## src/rtl/cvxif_issue_tracker.sv

```systemverilog
// cvxif_issue_tracker
//   Coprocessor-side front end for the CV-X-IF. Accepted offloaded
//   instructions enter an in-order queue of DEPTH entries. Each entry collects
//   its source operands from the register channel and its commit or kill from
//   the commit channel. Committed, operand-complete entries are dispatched to
//   the execution unit in issue order. Killed entries are dropped without
//   dispatch.
//
// Ports
//   clk_i, rst_ni          clock, synchronous active-low reset
//   issue_*                issue channel; issue_accept_i comes from the local decoder
//   register_*             operand channel; rs[0] sits in the LSBs of register_rs_i
//   commit_*               commit/kill channel (single cycle, no ready)
//   ex_*                   dispatch to the execution unit (valid/ready)
//   occupancy_o            number of allocated entries
//   error_o                sticky protocol error (unmatched register or commit)
module cvxif_issue_tracker #(
  parameter int DEPTH          = 4,
  parameter int X_ID_WIDTH     = 4,
  parameter int X_HARTID_WIDTH = 1,
  parameter int X_NUM_RS       = 2,
  parameter int X_RFR_WIDTH    = 32
) (
  input  logic                            clk_i,
  input  logic                            rst_ni,
  input  logic                            issue_valid_i,
  output logic                            issue_ready_o,
  input  logic                            issue_accept_i,
  input  logic [31:0]                     issue_instr_i,
  input  logic [X_ID_WIDTH-1:0]           issue_id_i,
  input  logic [X_HARTID_WIDTH-1:0]       issue_hartid_i,
  input  logic                            register_valid_i,
  output logic                            register_ready_o,
  input  logic [X_ID_WIDTH-1:0]           register_id_i,
  input  logic [X_HARTID_WIDTH-1:0]       register_hartid_i,
  input  logic [X_NUM_RS*X_RFR_WIDTH-1:0] register_rs_i,
  input  logic [X_NUM_RS-1:0]             register_rs_valid_i,
  input  logic                            commit_valid_i,
  input  logic [X_ID_WIDTH-1:0]           commit_id_i,
  input  logic [X_HARTID_WIDTH-1:0]       commit_hartid_i,
  input  logic                            commit_kill_i,
  output logic                            ex_valid_o,
  input  logic                            ex_ready_i,
  output logic [31:0]                     ex_instr_o,
  output logic [X_ID_WIDTH-1:0]           ex_id_o,
  output logic [X_HARTID_WIDTH-1:0]       ex_hartid_o,
  output logic [X_NUM_RS*X_RFR_WIDTH-1:0] ex_rs_o,
  output logic [$clog2(DEPTH):0]          occupancy_o,
  output logic                            error_o
);

  localparam int PTR_W = $clog2(DEPTH);
  localparam int CNT_W = PTR_W + 1;
  localparam int OPS_W = X_NUM_RS * X_RFR_WIDTH;

  logic [DEPTH-1:0]          valid_q, committed_q, killed_q, opnd_ok_q;
  logic [31:0]               instr_q  [DEPTH];
  logic [X_ID_WIDTH-1:0]     id_q     [DEPTH];
  logic [X_HARTID_WIDTH-1:0] hartid_q [DEPTH];
  logic [OPS_W-1:0]          ops_q    [DEPTH];
  logic [PTR_W-1:0]          head_q, tail_q;
  logic [CNT_W-1:0]          occ_q;
  logic                      error_q;

  logic             id_busy, reg_hit, cmt_hit;
  logic [PTR_W-1:0] reg_idx, cmt_idx;
  logic             full, alloc, pop, head_drop;

  // {hartid,id} lookups. Killed entries are invisible to all three searches,
  // so a killed entry still draining can share its id with a newer one.
  always_comb begin
    id_busy = 1'b0;
    reg_hit = 1'b0;
    reg_idx = '0;
    cmt_hit = 1'b0;
    cmt_idx = '0;
    for (int i = 0; i < DEPTH; i++) begin
      if (valid_q[i] && !killed_q[i] &&
          id_q[i] == issue_id_i && hartid_q[i] == issue_hartid_i)
        id_busy = 1'b1;
      if (valid_q[i] && !killed_q[i] && !opnd_ok_q[i] &&
          id_q[i] == register_id_i && hartid_q[i] == register_hartid_i) begin
        reg_hit = 1'b1;
        reg_idx = PTR_W'(i);
      end
      if (valid_q[i] && !killed_q[i] && !committed_q[i] &&
          id_q[i] == commit_id_i && hartid_q[i] == commit_hartid_i) begin
        cmt_hit = 1'b1;
        cmt_idx = PTR_W'(i);
      end
    end
  end

  // Space is judged on registered occupancy; a same-cycle pop does not help.
  assign full          = (occ_q == CNT_W'(DEPTH));
  assign issue_ready_o = !issue_accept_i | (rst_ni & !full & !id_busy);
  assign alloc         = issue_valid_i & issue_ready_o & issue_accept_i;

  assign register_ready_o = rst_ni & register_valid_i & reg_hit & (&register_rs_valid_i);

  assign ex_valid_o = rst_ni & valid_q[head_q] & committed_q[head_q] &
                      opnd_ok_q[head_q] & !killed_q[head_q];
  assign head_drop  = valid_q[head_q] & killed_q[head_q];
  assign pop        = (ex_valid_o & ex_ready_i) | head_drop;

  assign ex_instr_o  = ex_valid_o ? instr_q[head_q]  : '0;
  assign ex_id_o     = ex_valid_o ? id_q[head_q]     : '0;
  assign ex_hartid_o = ex_valid_o ? hartid_q[head_q] : '0;
  assign ex_rs_o     = ex_valid_o ? ops_q[head_q]    : '0;
  assign occupancy_o = occ_q;
  assign error_o     = error_q;

  always_ff @(posedge clk_i) begin
    if (!rst_ni) begin
      valid_q     <= '0;
      committed_q <= '0;
      killed_q    <= '0;
      opnd_ok_q   <= '0;
      head_q      <= '0;
      tail_q      <= '0;
      occ_q       <= '0;
      error_q     <= 1'b0;
      for (int i = 0; i < DEPTH; i++) begin
        instr_q[i]  <= '0;
        id_q[i]     <= '0;
        hartid_q[i] <= '0;
        ops_q[i]    <= '0;
      end
    end else begin
      if (pop) begin
        valid_q[head_q]     <= 1'b0;
        committed_q[head_q] <= 1'b0;
        killed_q[head_q]    <= 1'b0;
        opnd_ok_q[head_q]   <= 1'b0;
        head_q              <= head_q + PTR_W'(1);
      end
      // Tail never equals a valid head here: alloc needs !full.
      if (alloc) begin
        valid_q[tail_q]     <= 1'b1;
        committed_q[tail_q] <= 1'b0;
        killed_q[tail_q]    <= 1'b0;
        opnd_ok_q[tail_q]   <= 1'b0;
        instr_q[tail_q]     <= issue_instr_i;
        id_q[tail_q]        <= issue_id_i;
        hartid_q[tail_q]    <= issue_hartid_i;
        tail_q              <= tail_q + PTR_W'(1);
      end
      if (register_ready_o) begin
        ops_q[reg_idx]     <= register_rs_i;
        opnd_ok_q[reg_idx] <= 1'b1;
      end
      if (commit_valid_i && cmt_hit) begin
        if (commit_kill_i) killed_q[cmt_idx]    <= 1'b1;
        else               committed_q[cmt_idx] <= 1'b1;
      end
      if ((register_valid_i && !reg_hit) || (commit_valid_i && !cmt_hit))
        error_q <= 1'b1;
      if (alloc && !pop)      occ_q <= occ_q + CNT_W'(1);
      else if (!alloc && pop) occ_q <= occ_q - CNT_W'(1);
    end
  end

endmodule

```

## config.mk

```make
export PLATFORM = sky130hd
export DESIGN_NAME = cvxif_issue_tracker
export DESIGN_NICKNAME = d
export VERILOG_FILES = /design/src/rtl/cvxif_issue_tracker.sv
export SDC_FILE = /design/constraint.sdc
export NUM_CORES = 1
export LEC_CHECK = 0
export ABC_AREA = 1
export CAP_MARGIN = 25
export CELL_PAD_IN_SITES_DETAIL_PLACEMENT = 0
export CELL_PAD_IN_SITES_GLOBAL_PLACEMENT = 1
export CORE_MARGIN = 3
export CORE_UTILIZATION = 45
export CTS_BUF_LIST = sky130_fd_sc_hd__clkbuf_4
export DETAILED_ROUTE_END_ITERATION = 8
export PLACE_DENSITY_LB_ADDON = 0.1
export SYNTH_ARGS = -nofsm -noshare
export SYNTH_HDL_FRONTEND = slang
export SYNTH_SLANG_ARGS = --single-unit
```

## constraint.sdc

```tcl
create_clock -name clk_i -period 4.8 [get_ports clk_i]
set_clock_uncertainty 0.05 [all_clocks]
set_input_delay 1.2 -clock clk_i [delete_from_list [all_inputs] [get_ports clk_i]]
set_output_delay 1.2 -clock clk_i [all_outputs]
set_load 0.02 [all_outputs]
```

-- Word-level counts from Yosys, hierarchy flattened
Memories as Yosys holds them, arrays and structs flattened. A register that Yosys moved wholly into a read port is not among the register bits.
Cells that the tools add are included.
- word-level logic and storage cells: 236
- memories kept: 4
- output and inout bits: 108
- register bits after elaboration: 24
- memory bits (writable): 404
- reduce and logical (&&, ||, !) cells: 72
- $lt $le $gt $ge: 8
- equal/unequal tests: 25
- mux-type cells: 87
- $add $sub $neg: 4
- bitwise gates (word level): 28
- memory list (memory ; words ; bits a word ; rd ports ; clocked after Yosys merged registers in ; wr ports ; line ; source):
    ops_q ; 4 ; 64 ; 1 ; 1 ; 4 ; 60 ; logic [OPS_W-1:0] ops_q [DEPTH];
    instr_q ; 4 ; 32 ; 1 ; 1 ; 4 ; 57 ; logic [31:0] instr_q [DEPTH];
    id_q ; 4 ; 4 ; 5 ; 1 ; 4 ; 58 ; logic [X_ID_WIDTH-1:0] id_q [DEPTH];
    hartid_q ; 4 ; 1 ; 5 ; 1 ; 4 ; 59 ; logic [X_HARTID_WIDTH-1:0] hartid_q [DEPTH];
- operators with widths (kind ; number):
    2-to-1 mux 64 bit ; 2
    2-to-1 mux 4 bit ; 22
    2-to-1 mux 32 bit ; 2
    OR reduction 64 bit ; 1
    equality test 4 bit ; 12
    logical AND 1 bit ; 45
    2-to-1 mux 1 bit ; 35
    2-to-1 mux 2 bit ; 16
    OR reduction 32 bit ; 1
    AND 4 bit ; 7
    logical NOT 1 bit ; 20
    OR 4 bit ; 4
    AND 1 bit ; 13
    equality test 1 bit ; 12
    < comparator 2 x 3 -> 1 bit, second input constant ; 4
    binary-select mux 1 bit (select 2 bit) ; 4
    demux 1 bit (select 2 bit) ; 4
    greater-or-equal comparator 2 x 1 -> 1 bit, second input constant ; 4
    NOT 4 bit ; 2
    2-to-1 mux 3 bit ; 2
    adder 2 x 1 -> 2 bit, second input constant ; 2
    OR reduction 4 bit ; 1
    adder 3 x 1 -> 3 bit, second input constant ; 1
    equality test 3 bit, second input constant ; 1
    other kinds (6) ; 7

-- Logic depth before layout (Yosys ltp)
- word-level depth: 18
- mapped depth: 17
- gate-level depth less buffers: 17

-- Least setup slack after synthesis
Ideal clock, no wire load.
- path type: input to register
- start: in rst_ni
- end: mem hartid_q[3], enable pin
- path buffers: 2
- path slack: 561 ps
- setup time: 432 ps
- cell stages on the path: 10
- arrival: 3757 ps
- cell sequence: buf_2 > inv_2 > a21oi_1 > nand2_1 > inv_1 > nand3_4 > buf_2 > nand2_1 > nand2_1 > nor2_1
- RTL lines (what ; line ; source):
    start: declaration ; 25 ; input logic rst_ni,
    end: declaration ; 59 ;

-- Worst setup path in the final report
- start: in rst_ni
- end: out ex_rs_o[63]
- longest elaborated chain between the ends: 5
- ends and longest elaborated chain (what ; line ; source):
    AND 1 bit (3 in a row) ; 101 ; assign ex_valid_o = rst_ni & valid_q[head_q] & committed_q[head_q] &
    AND 1 bit ; 102 ; opnd_ok_q[head_q] & !killed_q[head_q];
    2-to-1 mux 64 bit ; 109 ; assign ex_rs_o = ex_valid_o ? ops_q[head_q] : '0;
    end: declaration ; 47 ; output logic [X_NUM_RS*X_RFR_WIDTH-1:0] ex_rs_o,
Every way passes these cells.

==> flow_summary.json <==
{
  "worstSkewPairLatency_ns": 0.83,
  "hold_path.class": "flop to flop",
  "worst-path-max-fanout": 17,
  "tns_ns": 0,
  "numCtsBuffers": 115,
  "clock_power_share_pct": 39.9,
  "start_util_pct": 46.0,
  "syn_inst": 2137,
  "switchingPower_w": 0.00187,
  "switching_share_pct": 23.5,
  "synth_top_area_share_pct": 60.1,
  "hold_violations": 0,
  "grt_pass1_vias": 15730,
  "ys_seq_area_share_pct": 63.0,
  "syn_area_mm2": 0.0200,
  "place_ws_ns": 0.183,
  "drt-total-wl_um": 58400,
  "dpl-instance-area_mm2": 0.0230,
  "overflow": 0,
  "die_area_mm2": 0.0471,
  "grtUsageMet3_pct": 4.54,
  "gr-usage-all-layers_pct": 24.5,
  "drv_slew": 0,
  "syn_nets": 2268,
  "n_fill_cell": 4019,
  "max-slew-margin-rel_pct": 36.2,
  "cpMaxStageDelayCell": "clkdlybuf4s50_1",
  "postLayoutCellArea_mm2": 0.0244,
  "maxCapViolations": 0,
  "drive_gt1_share_pct": 10.4,
  "multi_input_area_mm2": 0.00626,
  "cp.arrival_ns": 3.36,
  "drc": 0,
  "timing.hold.ws_ns": 0.416,
  "status": "completed",
  "die_w_um": 217,
  "cts_tree": "done",
  "cts_max_level": 3,
  "p_leak_nw": 9.64,
  "via_per_inst": 5.21,
  "setup_slack_ns": 0.185,
  "irDropWorstVdd_mv": 0.214,
  "num_rows": 76,
  "p_comb_share_pct": 6.1,
  "finalCritPeriodShare_pct": 96.1,
  "fp.coreArea_mm2": 0.0436,
  "gp_congestion": 0.920,
  "postCtsSetupBuffers": 0,
  "critPathBufInv": 3,
  "first_iter_violations": 1197,
  "critical-path-max-stage-delay_ns": 0.69,
  "finalNetCount": 2520,
  "post-synth-top-area-cell": "edfxtp_1",
  "p_int_w": 0.00608,
  "synthTopCellsByArea": "edfxtp_1 60%, nor2_1 15%, o21ai_0 5.5%",
  "cts-root-buf": "clkbuf_4",
  "synthDistinctLibCells": 32,
  "p_per_area_mw_per_mm2": 326,
  "ant_nets": 0,
  "worst_ep_required_time_ns": 3.55,
  "use_met2_pct": 41.8,
  "total_power_w": 0.00795,
  "crit_type": "input port to output pin",
  "yosys_register_bits": 430,
  "path_clk_slew_ns": 0.07,
  "area_growth_pct": 21.9,
  "yosys_warnings": 0,
  "rsz0062_at_grt": "false",
  "clock.fmax_ghz": 0.217,
  "p_seq_share_pct": 54.0,
  "io_pins": 229,
  "startpoint_type": "input port",
  "clock_path_buffers": 3,
  "clock_sinks": 430,
  "place_hpwl_um": 33700,
  "seqCellArea_mm2": 0.0126,
  "firstDrtPassIters": 5,
  "crit_chain": "clkdlybuf4s50_1 -> nand2_1 -> nor2_1 -> nand2_4 -> buf_12 -> a21oi_1 -> clkdlybuf4s50_1",
  "io_buffers": 228,
  "avgRoutedWirePerCell_um": 19.0,
  "grt_max_degree": 203,
  "setup_viol": 0,
  "syn_area_per_cell_um2": 9.37,
  "die_y_um": 217,
  "routed-via-count": 15974,
  "crit_family": "buffers and inverters",
  "final.min_clock_period_ns": 4.61,
  "busiest_layer": "met2",
  "cp_common_cell": "clkdlybuf4s50_1",
  "grt_antenna_before_repair": 3,
  "end_kind": "output pin",
  "use_met1_pct": 31.7,
  "grt_pass1_wl_um": 89500,
  "worst_slew_pin_slew_ns": 0.957
}
==> final timing paths <==
path	start	to	depth (start not counted)	slack [ns]
max	rst_ni	ex_rs_o[63]	7	0.19
min	valid_q[2]	valid_q[2]	2	0.42
max reg2reg	id_q[1][2]	instr_q[1][14]	13	1.97
min reg2reg	valid_q[2]	valid_q[2]	2	0.42
==> final cells by class <==
type                            count  share of cell area (%)
Sequential cell                   430                    51.7
Inverter                          163                    2.54
Clock inverter                     30                   0.502
Multi-Input combinational cell   1415                    25.6
Antenna cell                        2                  0.0205
Clock buffer                      176                    5.41
Tap cell                          585                    3.00
Timing Repair Buffer              264                    11.2
==> power by group through the flow <==
stage / combinational (W) / clock, W / sequential, W
6_report: 0.000486 / 0.00317 / 0.00430
2_1_floorplan: 0.000238 / 0 / 0.00437
3_5_place_dp: 0.000488 / 0 / 0.00438
3_3_place_gp: 0.000487 / 0 / 0.00437
4_1_cts: 0.000491 / 0.00326 / 0.00430
5_1_grt: 0.000536 / 0.00347 / 0.00431
==> cells in the final DEF, fill, tap and decap left out, types with 15 or more instances in the layout <==
master           count
xor2_1              15
edfxtp_1           401
a21oi_1            141
nand3_1             32
buf_4               22
nor2_1             783
dfxtp_1             26
nor3_1              35
nand2_1            118
clkinv_1            22
inv_1              152
clkbuf_4           176
nand4_1             15
clkdlybuf4s50_1    228
o21ai_0            221
==> timing repair <==
item	in CTS	in global routing
hold buffers	0	0
hold endpoints to repair	0	0
resized for setup	1	2
endpoints found under the setup margin	54	23
cloned	0	0
==> registers in the layout, indices dropped and copies added (netlist names), named ones only <==
signal	flops
head_q	2
valid_q	4
killed_q	4
ops_q	256
id_q	16
error_o	1
occupancy_o	3
committed_q	4
tail_q	2
opnd_ok_q	4
instr_q	128
hartid_q	4
==> metal layers <==
layer | vias to the layer above | routed length (µm)
li1 | 7656 | -
met1 | 7665 | 24400
met2 | 546 | 28800
met3 | 105 | 3690
met4 | 2 | 1420
met5 | - | 14
==> kinds of logic after synthesis <==
family / count (synthesis) / share of synthesized area, %
XOR/XNOR: 27 / 1.18
buffers and inverters: 292 / 6.01
AND/OR/NAND/NOR: 1008 / 19.8
flip-flops: 430 / 63.0
AO/OA/AOI/OAI: 370 / 9.32
adder cells (fa/ha/maj): 10 / 0.662
==> synthesized netlist by cell type <==
cell type and count:
a21o_1 1, a21oi_1 141, and2_0 1, and2_1 1
buf_1 13, buf_2 27, buf_4 1, buf_6 9
clkbuf_1 79, dfxtp_1 29, edfxtp_1 401, fa_1 1
ha_1 9, inv_1 154, inv_2 8, inv_4 1
nand2_1 124, nand3_1 33, nand3_2 2, nand3_4 1
nand4_1 15, nor2_1 784, nor2_2 11, nor2_4 1
nor3_1 35, o2111ai_1 2, o21ai_0 221, o21ai_1 2
o21bai_1 1, o22ai_1 2, xnor2_1 12, xor2_1 15
==> stage by stage <==
stage,util [%],cells
after floorplan,-,2137
after global placement,52.7,2857
after detailed placement,52.7,2857
after CTS,56.1,3063
after global routing,56.1,3064
final,56.1,3065
==> worst min-delay path: cells and delay by family, from the launching register on <==
| family | cells | cell delay (ns) |
|---|---|---|
| DFF | 1 | 0.31 |
| and+or+nand+nor | 1 | 0.06 |
| AOI/OAI and AO/OA | 1 | 0.05 |
No activity file was read; power rests on OpenSTA's default activity.
